**src/rtl/blockade_pkg.sv**
```systemverilog
// Shared types and constants for the blockade download controller.
package blockade_pkg;

  localparam logic [7:0] IDX_ROM  = 8'd0;
  localparam logic [7:0] IDX_MODE = 8'd1;
  localparam logic [7:0] IDX_DIP  = 8'd254;

  typedef enum logic [1:0] {
    GAME_BLOCKADE = 2'd0,
    GAME_COMOTION = 2'd1,
    GAME_HUSTLE   = 2'd2,
    GAME_BLASTO   = 2'd3
  } game_mode_t;

  typedef enum logic [1:0] {
    IDLE = 2'd0,
    LOAD = 2'd1,
    HOLD = 2'd2,
    RUN  = 2'd3
  } dl_state_t;

endpackage

```
**src/rtl/blockade_dl_ctrl_if.sv**
```systemverilog
// ioctl download stream from hps_io plus the ROM write port towards the core.
interface blockade_dl_ctrl_if #(
  parameter int ROM_AW = 14
);
  logic              ioctl_download;
  logic [7:0]        ioctl_index;
  logic              ioctl_wr;
  logic [24:0]       ioctl_addr;
  logic [7:0]        ioctl_dout;
  logic              dn_wr;
  logic [ROM_AW-1:0] dn_addr;
  logic [7:0]        dn_data;

  // Download source side: drives the byte stream, observes the ROM port.
  modport master (
    output ioctl_download, ioctl_index, ioctl_wr, ioctl_addr, ioctl_dout,
    input  dn_wr, dn_addr, dn_data
  );

  // Controller side: consumes the byte stream, drives the ROM port.
  modport slave (
    input  ioctl_download, ioctl_index, ioctl_wr, ioctl_addr, ioctl_dout,
    output dn_wr, dn_addr, dn_data
  );
endinterface

```
**src/rtl/blockade_rst_stretch.sv**
```systemverilog
// Loadable down-counter that holds at zero; done_o marks the end of the hold.
module blockade_rst_stretch #(
  parameter int CNT_W = 5
) (
  input  logic             clk_sys,
  input  logic             reset,
  input  logic             load_i,
  input  logic [CNT_W-1:0] load_val_i,
  input  logic             en_i,
  output logic             done_o
);

  logic [CNT_W-1:0] cnt_q;
  logic [CNT_W-1:0] cnt_d;

  // Next count: a load wins, otherwise count down while enabled and not yet zero.
  always_comb begin
    cnt_d = cnt_q;
    if (load_i) begin
      cnt_d = load_val_i;
    end else if (en_i && (cnt_q != '0)) begin
      cnt_d = cnt_q - 1'b1;
    end
  end

  // Counter register.
  always_ff @(posedge clk_sys) begin
    if (reset) begin
      cnt_q <= '0;
    end else begin
      cnt_q <= cnt_d;
    end
  end

  assign done_o = (cnt_q == '0);

endmodule

```
**src/rtl/blockade_dl_ctrl.sv**
```systemverilog
// Download controller in front of the blockade core: routes ROM bytes to the
// core, captures game mode and DIP bytes, and holds the core in reset until a
// ROM containing at least one nonzero byte has been loaded.
module blockade_dl_ctrl
  import blockade_pkg::*;
#(
  parameter int ROM_AW   = 14,
  parameter int RST_HOLD = 16
) (
  input  logic                clk_sys,
  input  logic                reset,
  input  logic                soft_reset,
  blockade_dl_ctrl_if.slave   io,
  output game_mode_t          game_mode,
  output logic [7:0]          sw0,
  output logic [7:0]          sw1,
  output logic [7:0]          sw2,
  output logic [7:0]          sw3,
  output logic [7:0]          sw4,
  output logic [7:0]          sw5,
  output logic [7:0]          sw6,
  output logic [7:0]          sw7,
  output logic                rom_valid,
  output logic                rom_overflow,
  output logic                core_reset,
  output logic                led_busy
);

  localparam int CNT_W = (RST_HOLD < 2) ? 1 : $clog2(RST_HOLD);

  dl_state_t         state_q, state_d;
  logic              rom_dl_q;
  logic              rom_valid_q, rom_valid_d;
  logic              rom_ovf_q, rom_ovf_d;
  logic              core_reset_q, core_reset_d;
  logic              dn_wr_q, dn_wr_d;
  logic [ROM_AW-1:0] dn_addr_q, dn_addr_d;
  logic [7:0]        dn_data_q, dn_data_d;
  game_mode_t        mode_q, mode_d;
  logic [7:0]        sw_q [8];
  logic [7:0]        sw_d [8];

  logic rom_dl, rom_dl_rise, rom_dl_fall;
  logic addr_in_rng, rom_wr_ok, rom_wr_oor;
  logic cnt_load, hold_done;

  assign rom_dl      = io.ioctl_download && (io.ioctl_index == IDX_ROM);
  assign rom_dl_rise = rom_dl && !rom_dl_q;
  assign rom_dl_fall = !rom_dl && rom_dl_q;
  assign addr_in_rng = ((io.ioctl_addr >> ROM_AW) == '0);
  assign rom_wr_ok   = io.ioctl_wr && rom_dl && addr_in_rng;
  assign rom_wr_oor  = io.ioctl_wr && rom_dl && !addr_in_rng;

  // Post-load reset hold timer.
  blockade_rst_stretch #(
    .CNT_W (CNT_W)
  ) u_rst_stretch (
    .clk_sys    (clk_sys),
    .reset      (reset),
    .load_i     (cnt_load),
    .load_val_i (CNT_W'(RST_HOLD - 1)),
    .en_i       (state_q == HOLD),
    .done_o     (hold_done)
  );

  // Sequencer next state; a new ROM download restarts from LOAD in any state.
  always_comb begin
    state_d  = state_q;
    cnt_load = 1'b0;
    case (state_q)
      IDLE: ;
      LOAD: begin
        if (rom_dl_fall) begin
          state_d  = HOLD;
          cnt_load = 1'b1;
        end
      end
      HOLD: begin
        if (hold_done) begin
          state_d = rom_valid_q ? RUN : IDLE;
        end
      end
      RUN: ;
      default: state_d = IDLE;
    endcase
    if (rom_dl_rise) begin
      state_d  = LOAD;
      cnt_load = 1'b0;
    end
  end

  // ROM port, load flags, mode/DIP capture and core reset next values.
  always_comb begin
    rom_valid_d = rom_valid_q;
    rom_ovf_d   = rom_ovf_q;
    dn_wr_d     = rom_wr_ok;
    dn_addr_d   = dn_addr_q;
    dn_data_d   = dn_data_q;
    mode_d      = mode_q;
    sw_d        = sw_q;
    // Entry clear comes first so a byte written on the rise cycle still counts.
    if (rom_dl_rise) begin
      rom_valid_d = 1'b0;
      rom_ovf_d   = 1'b0;
    end
    if (rom_wr_ok) begin
      dn_addr_d = io.ioctl_addr[ROM_AW-1:0];
      dn_data_d = io.ioctl_dout;
      if (io.ioctl_dout != 8'd0) begin
        rom_valid_d = 1'b1;
      end
    end
    if (rom_wr_oor) begin
      rom_ovf_d = 1'b1;
    end
    if (io.ioctl_wr && (io.ioctl_index == IDX_MODE) && (io.ioctl_addr == '0)) begin
      mode_d = game_mode_t'(io.ioctl_dout[1:0]);
    end
    if (io.ioctl_wr && (io.ioctl_index == IDX_DIP) && (io.ioctl_addr[24:3] == '0)) begin
      sw_d[io.ioctl_addr[2:0]] = io.ioctl_dout;
    end
    core_reset_d = reset || soft_reset || (state_d != RUN);
  end

  // State and output registers.
  always_ff @(posedge clk_sys) begin
    if (reset) begin
      state_q      <= IDLE;
      rom_dl_q     <= 1'b0;
      rom_valid_q  <= 1'b0;
      rom_ovf_q    <= 1'b0;
      core_reset_q <= 1'b1;
      dn_wr_q      <= 1'b0;
      dn_addr_q    <= '0;
      dn_data_q    <= '0;
      mode_q       <= GAME_BLOCKADE;
      for (int i = 0; i < 8; i++) begin
        sw_q[i] <= '0;
      end
    end else begin
      state_q      <= state_d;
      rom_dl_q     <= rom_dl;
      rom_valid_q  <= rom_valid_d;
      rom_ovf_q    <= rom_ovf_d;
      core_reset_q <= core_reset_d;
      dn_wr_q      <= dn_wr_d;
      dn_addr_q    <= dn_addr_d;
      dn_data_q    <= dn_data_d;
      mode_q       <= mode_d;
      sw_q         <= sw_d;
    end
  end

  assign io.dn_wr     = dn_wr_q;
  assign io.dn_addr   = dn_addr_q;
  assign io.dn_data   = dn_data_q;
  assign game_mode    = mode_q;
  assign rom_valid    = rom_valid_q;
  assign rom_overflow = rom_ovf_q;
  assign core_reset   = core_reset_q;
  assign led_busy     = (state_q == LOAD);

  // DIP bank fan-out to the core's individual switch bytes.
  assign sw0 = sw_q[0];
  assign sw1 = sw_q[1];
  assign sw2 = sw_q[2];
  assign sw3 = sw_q[3];
  assign sw4 = sw_q[4];
  assign sw5 = sw_q[5];
  assign sw6 = sw_q[6];
  assign sw7 = sw_q[7];

endmodule
```
**src/flat_wrapper.sv**
```systemverilog
// flat-port wrapper written by rule: the top's interface ports become plain ports
module blockade_dl_ctrl_flat import blockade_pkg::*;
#(
  parameter int ROM_AW   = 14,
  parameter int RST_HOLD = 16
)
  (clk_sys, reset, soft_reset, game_mode, sw0, sw1, sw2, sw3, sw4, sw5, sw6, sw7, rom_valid, rom_overflow, core_reset, led_busy, io_ioctl_download, io_ioctl_index, io_ioctl_wr, io_ioctl_addr, io_ioctl_dout, io_dn_wr, io_dn_addr, io_dn_data);
  blockade_dl_ctrl_if #(.ROM_AW(ROM_AW)) io_i ();
  input  logic clk_sys;
  input  logic reset;
  input  logic soft_reset;
  output game_mode_t game_mode;
  output logic [7:0] sw0;
  output logic [7:0] sw1;
  output logic [7:0] sw2;
  output logic [7:0] sw3;
  output logic [7:0] sw4;
  output logic [7:0] sw5;
  output logic [7:0] sw6;
  output logic [7:0] sw7;
  output logic rom_valid;
  output logic rom_overflow;
  output logic core_reset;
  output logic led_busy;
  input wire logic [$bits(io_i.ioctl_download)-1:0] io_ioctl_download;
  input wire logic [$bits(io_i.ioctl_index)-1:0] io_ioctl_index;
  input wire logic [$bits(io_i.ioctl_wr)-1:0] io_ioctl_wr;
  input wire logic [$bits(io_i.ioctl_addr)-1:0] io_ioctl_addr;
  input wire logic [$bits(io_i.ioctl_dout)-1:0] io_ioctl_dout;
  output wire logic [$bits(io_i.dn_wr)-1:0] io_dn_wr;
  output wire logic [$bits(io_i.dn_addr)-1:0] io_dn_addr;
  output wire logic [$bits(io_i.dn_data)-1:0] io_dn_data;
  assign io_i.ioctl_download = io_ioctl_download;
  assign io_i.ioctl_index = io_ioctl_index;
  assign io_i.ioctl_wr = io_ioctl_wr;
  assign io_i.ioctl_addr = io_ioctl_addr;
  assign io_i.ioctl_dout = io_ioctl_dout;
  assign io_dn_wr = io_i.dn_wr;
  assign io_dn_addr = io_i.dn_addr;
  assign io_dn_data = io_i.dn_data;
  blockade_dl_ctrl #(.ROM_AW(ROM_AW), .RST_HOLD(RST_HOLD)) u_core (.clk_sys(clk_sys), .reset(reset), .soft_reset(soft_reset), .io(io_i), .game_mode(game_mode), .sw0(sw0), .sw1(sw1), .sw2(sw2), .sw3(sw3), .sw4(sw4), .sw5(sw5), .sw6(sw6), .sw7(sw7), .rom_valid(rom_valid), .rom_overflow(rom_overflow), .core_reset(core_reset), .led_busy(led_busy));
endmodule
```
**config.mk**
```make
export PLATFORM = sky130hd
export DESIGN_NAME = blockade_dl_ctrl_flat
export DESIGN_NICKNAME = d
export VERILOG_FILES = /design/src/rtl/blockade_pkg.sv /design/src/rtl/blockade_dl_ctrl_if.sv /design/src/rtl/blockade_rst_stretch.sv /design/src/rtl/blockade_dl_ctrl.sv /design/src/flat_wrapper.sv
export SDC_FILE = /design/constraint.sdc
export NUM_CORES = 1
export LEC_CHECK = 0
export ABC_AREA = 1
export ABC_CLOCK_PERIOD_IN_PS = 2200
export CAP_MARGIN = 5
export CORE_MARGIN = 4
export CORE_UTILIZATION = 51
export CTS_CLUSTER_DIAMETER = 80
export DETAILED_ROUTE_END_ITERATION = 10
export HOLD_SLACK_MARGIN = 0.02
export PLACE_DENSITY = 0.85
export SYNTH_ARGS = -nofsm -noshare
export SYNTH_HDL_FRONTEND = slang
export SYNTH_SLANG_ARGS = --single-unit
export TNS_END_PERCENT = 1
```
**constraint.sdc**
```tcl
create_clock -name clk_sys -period 2.2 [get_ports clk_sys]
set_input_delay 0.55 -clock clk_sys [delete_from_list [all_inputs] [get_ports clk_sys]]
set_output_delay 0.55 -clock clk_sys [all_outputs]
set_load 0.02 [all_outputs]
```
==> results.md <==
- CTS tree: done
- Post-Layout Cell Count: 1,005
- Final wirelength: 13,600 µm
- Peak VDD IR: 0.000336 V
- TritonRoute pass-1 iters: 5
- Yosys reg bits: 99
- Placer congestion estimate: just under 0.9
- Max Transition Viols Final: 0
- Area growth from synthesis to layout: 37.8%
- DR DRC count: 0
- Synth area leader: dfxtp_1
- # IOs: 139
- Routed Antenna Nets: 0
- Hold WS: 466 ps
- Hold Vio Cnt, Final: 0
- Count leader, synth: nand2_1
- Die ar.: 11,000 µm²
- CTS buffer count: 9
- CP endpoint kind: output pin
- Mapped Avg Cell Area: 6.43 µm²
- Syn. warnings: 0
- Initial antenna violation count: 0
- Synth area leaders: dfxtp_1 (42%), nand2_1 (13%), nor2_1 (12%)
- EDFF count, synth: 0
- Diode count: 0
- Vias in the first global route: 4,843
- Avg WL per Cell: between 10 and 15 µm
- Fin crit period: 2170 ps
- Gr ovfl total: 0
- First-pass GRT wire length: around 22,000 µm
- Clock transition at path regs: 90 ps
- Post-synthesis cell type count: 28
- Synth Instances: approximately 740
- Critical path arrival: 1620 ps
- 1st-iter DRT viols: 407
- Status: finished clean
- Post_cts resized: 0
- Period utilization: 0.986
- RSZ-0062 raised after global routing: no
- TNS Setup: 0 ps
- H-tree levels: 3
- Number of cell rows: 35
- Mapped Area: 4770 µm²
- Maximum clock path buffer count: 2
- Core box area: 9150 µm²
- Latest clock arrival within the worst-skew pair: ~360 ps
- GR Util All Layers: 0.244
- P per Cell Area: 487 nW/µm²
- Die H: 105 µm
- DR vias: 5,062
- Fraction of registers with async set/reset: 0
- Die W: 105 µm
- Placed cell count: 989
- Crit Path Class: reg2out
- Crit-path max FO: 4
- DP HPWL: 10,000 µm
- Post-synth top area share: 0.415
- IO buf count: 138
- Setup bufs post-CTS: 0
- Max_slew headroom: 0.715
- Layout cells sized above 1: 0.0671
- Largest net degree at the start of global routing: between 50 and 60
- Reg2reg setup slack: roughly 650 ps
- Worst Path Required: between 1500 and 2000 ps
- Achievable Freq: 461 MHz
- CTS root buf: clkbuf_8
- Fin nets: 939
- Clk_skew: 0.994 ps
- Syn Nets: between 700 and 800
- Post-synthesis sequential area ratio: 0.415
- Top_reg_cell synth: dfxtp_1
- Max Cap Viol: 0
- Hold Buf Count CTS: 0
- CP startpoint kind: flip-flop
- LEAKAGE: 2.93 nW
- Worst-Margin Slew: approximately 430 ps
- Hold Path Class: reg2reg
- FILL cells: 733
- Initial cell density of the core: 0.521
- Vias per cell: 5.04
- Final design utilization: 0.718
- Synth cell count leaders: nand2_1 (159), nor2_1 (156), inv_1 (149)
- CTS Sinks: 99
- Setup-failing EPs final: 0
[worst max-delay path, cell delays in order (launching register included)]
cell and delay [ps]:
dfxtp_1 340, inv_1 60, ha_1 220, clkdlybuf4s50_1 630
[metrics by stage]
stage               worst slack (ps)  cell area [µm²]  power (mW)
finish                          31.5             6570        3.20
global route                    2.16             6570        3.31
CTS                             39.1             6570        3.21
detailed placement              -184             6390        2.12
global placement                -118             6390        2.11
floorplan                        578             4770        1.95
[cell families after synthesis]
kind of cell / synth area share
compound gates: 0.0433
xor+xnor: 0.00184
fa+ha+maj: 0.0105
buf+inv: 0.157
flops: 0.415
simple gates: 0.372
[worst paths after layout]
path                                 start                            end  cells after the start
min reg2reg            u_core.rom_overflow            u_core.rom_overflow                      2
min                    u_core.rom_overflow            u_core.rom_overflow                      2
max reg2reg  u_core.u_rst_stretch.cnt_q[0]  u_core.u_rst_stretch.cnt_q[2]                      8
max                      u_core.state_q[1]                       led_busy                      3
[power by group]
group | total [mW] | internal, mW | switching [mW]
Clock | 1.11 | 0.436 | 0.678
Sequential | 1.79 | 1.79 | 0.0000670
Combinational | 0.295 | 0.130 | 0.164
[state kept, by name, indices dropped and copies added (netlist names)]
signal / cells
u_core.sw6: 8
u_core.io.dn_data: 8
u_core.rom_valid: 1
u_core.rom_dl_q: 1
u_core.game_mode: 2
u_core.core_reset: 1
u_core.u_rst_stretch.cnt_q: 4
u_core.sw3: 8
u_core.sw4: 8
u_core.io.dn_wr: 1
u_core.sw0: 8
u_core.io.dn_addr: 14
u_core.sw1: 8
u_core.rom_overflow: 1
u_core.sw5: 8
u_core.sw2: 8
u_core.sw7: 8
u_core.state_q: 2
[routing by layer]
metal  GRT usage  vias up  share of wire
met2       0.435      215           0.50
met3      0.0544       27          0.082
met5           0        -              0
met4       0.104        0          0.023
met1       0.280     2269           0.40
li1            -     2551              -
[layout make-up]
cell class                 count  area (µm²)  area share
sequential                    99        1980       0.302
multi-input combinational    457        2050       0.311
clock buffer                  10         128      0.0194
timing repair buffer         165        1630       0.249
inverter                     157         589      0.0897
clock inverter                 6        55.1     0.00838
tap                          111         139      0.0211
[cell usage in the layout, fill, tap and decap left out]
cell type | Yosys | routed
nand2_1 | 159 | 159
nor2_1 | 156 | 156
inv_1 | 149 | 149
clkdlybuf4s50_1 | 0 | 138
dfxtp_1 | 99 | 99
nand4_1 | 63 | 63
buf_4 | 1 | 23
o21ai_0 | 22 | 22
nand3_1 | 19 | 19
o21ai_1 | 10 | 10
clkbuf_8 | 0 | 9
nor2_2 | 8 | 7
inv_2 | 5 | 5
a21oi_1 | 4 | 4
ha_1 | 4 | 4
buf_12 | 0 | 4
nor2_4 | 2 | 3
clkinv_1 | 3 | 3
inv_6 | 0 | 3
nand2_2 | 2 | 2
a31oi_1 | 2 | 2
clkinv_4 | 0 | 2
nand3b_1 | 1 | 1
o22ai_1 | 1 | 1
or2_2 | 1 | 1
xor2_1 | 1 | 1
nor3_1 | 1 | 1
o211ai_1 | 1 | 1
inv_8 | 0 | 1
clkbuf_1 | 8 | 1
(Power assumes the default switching activity.)
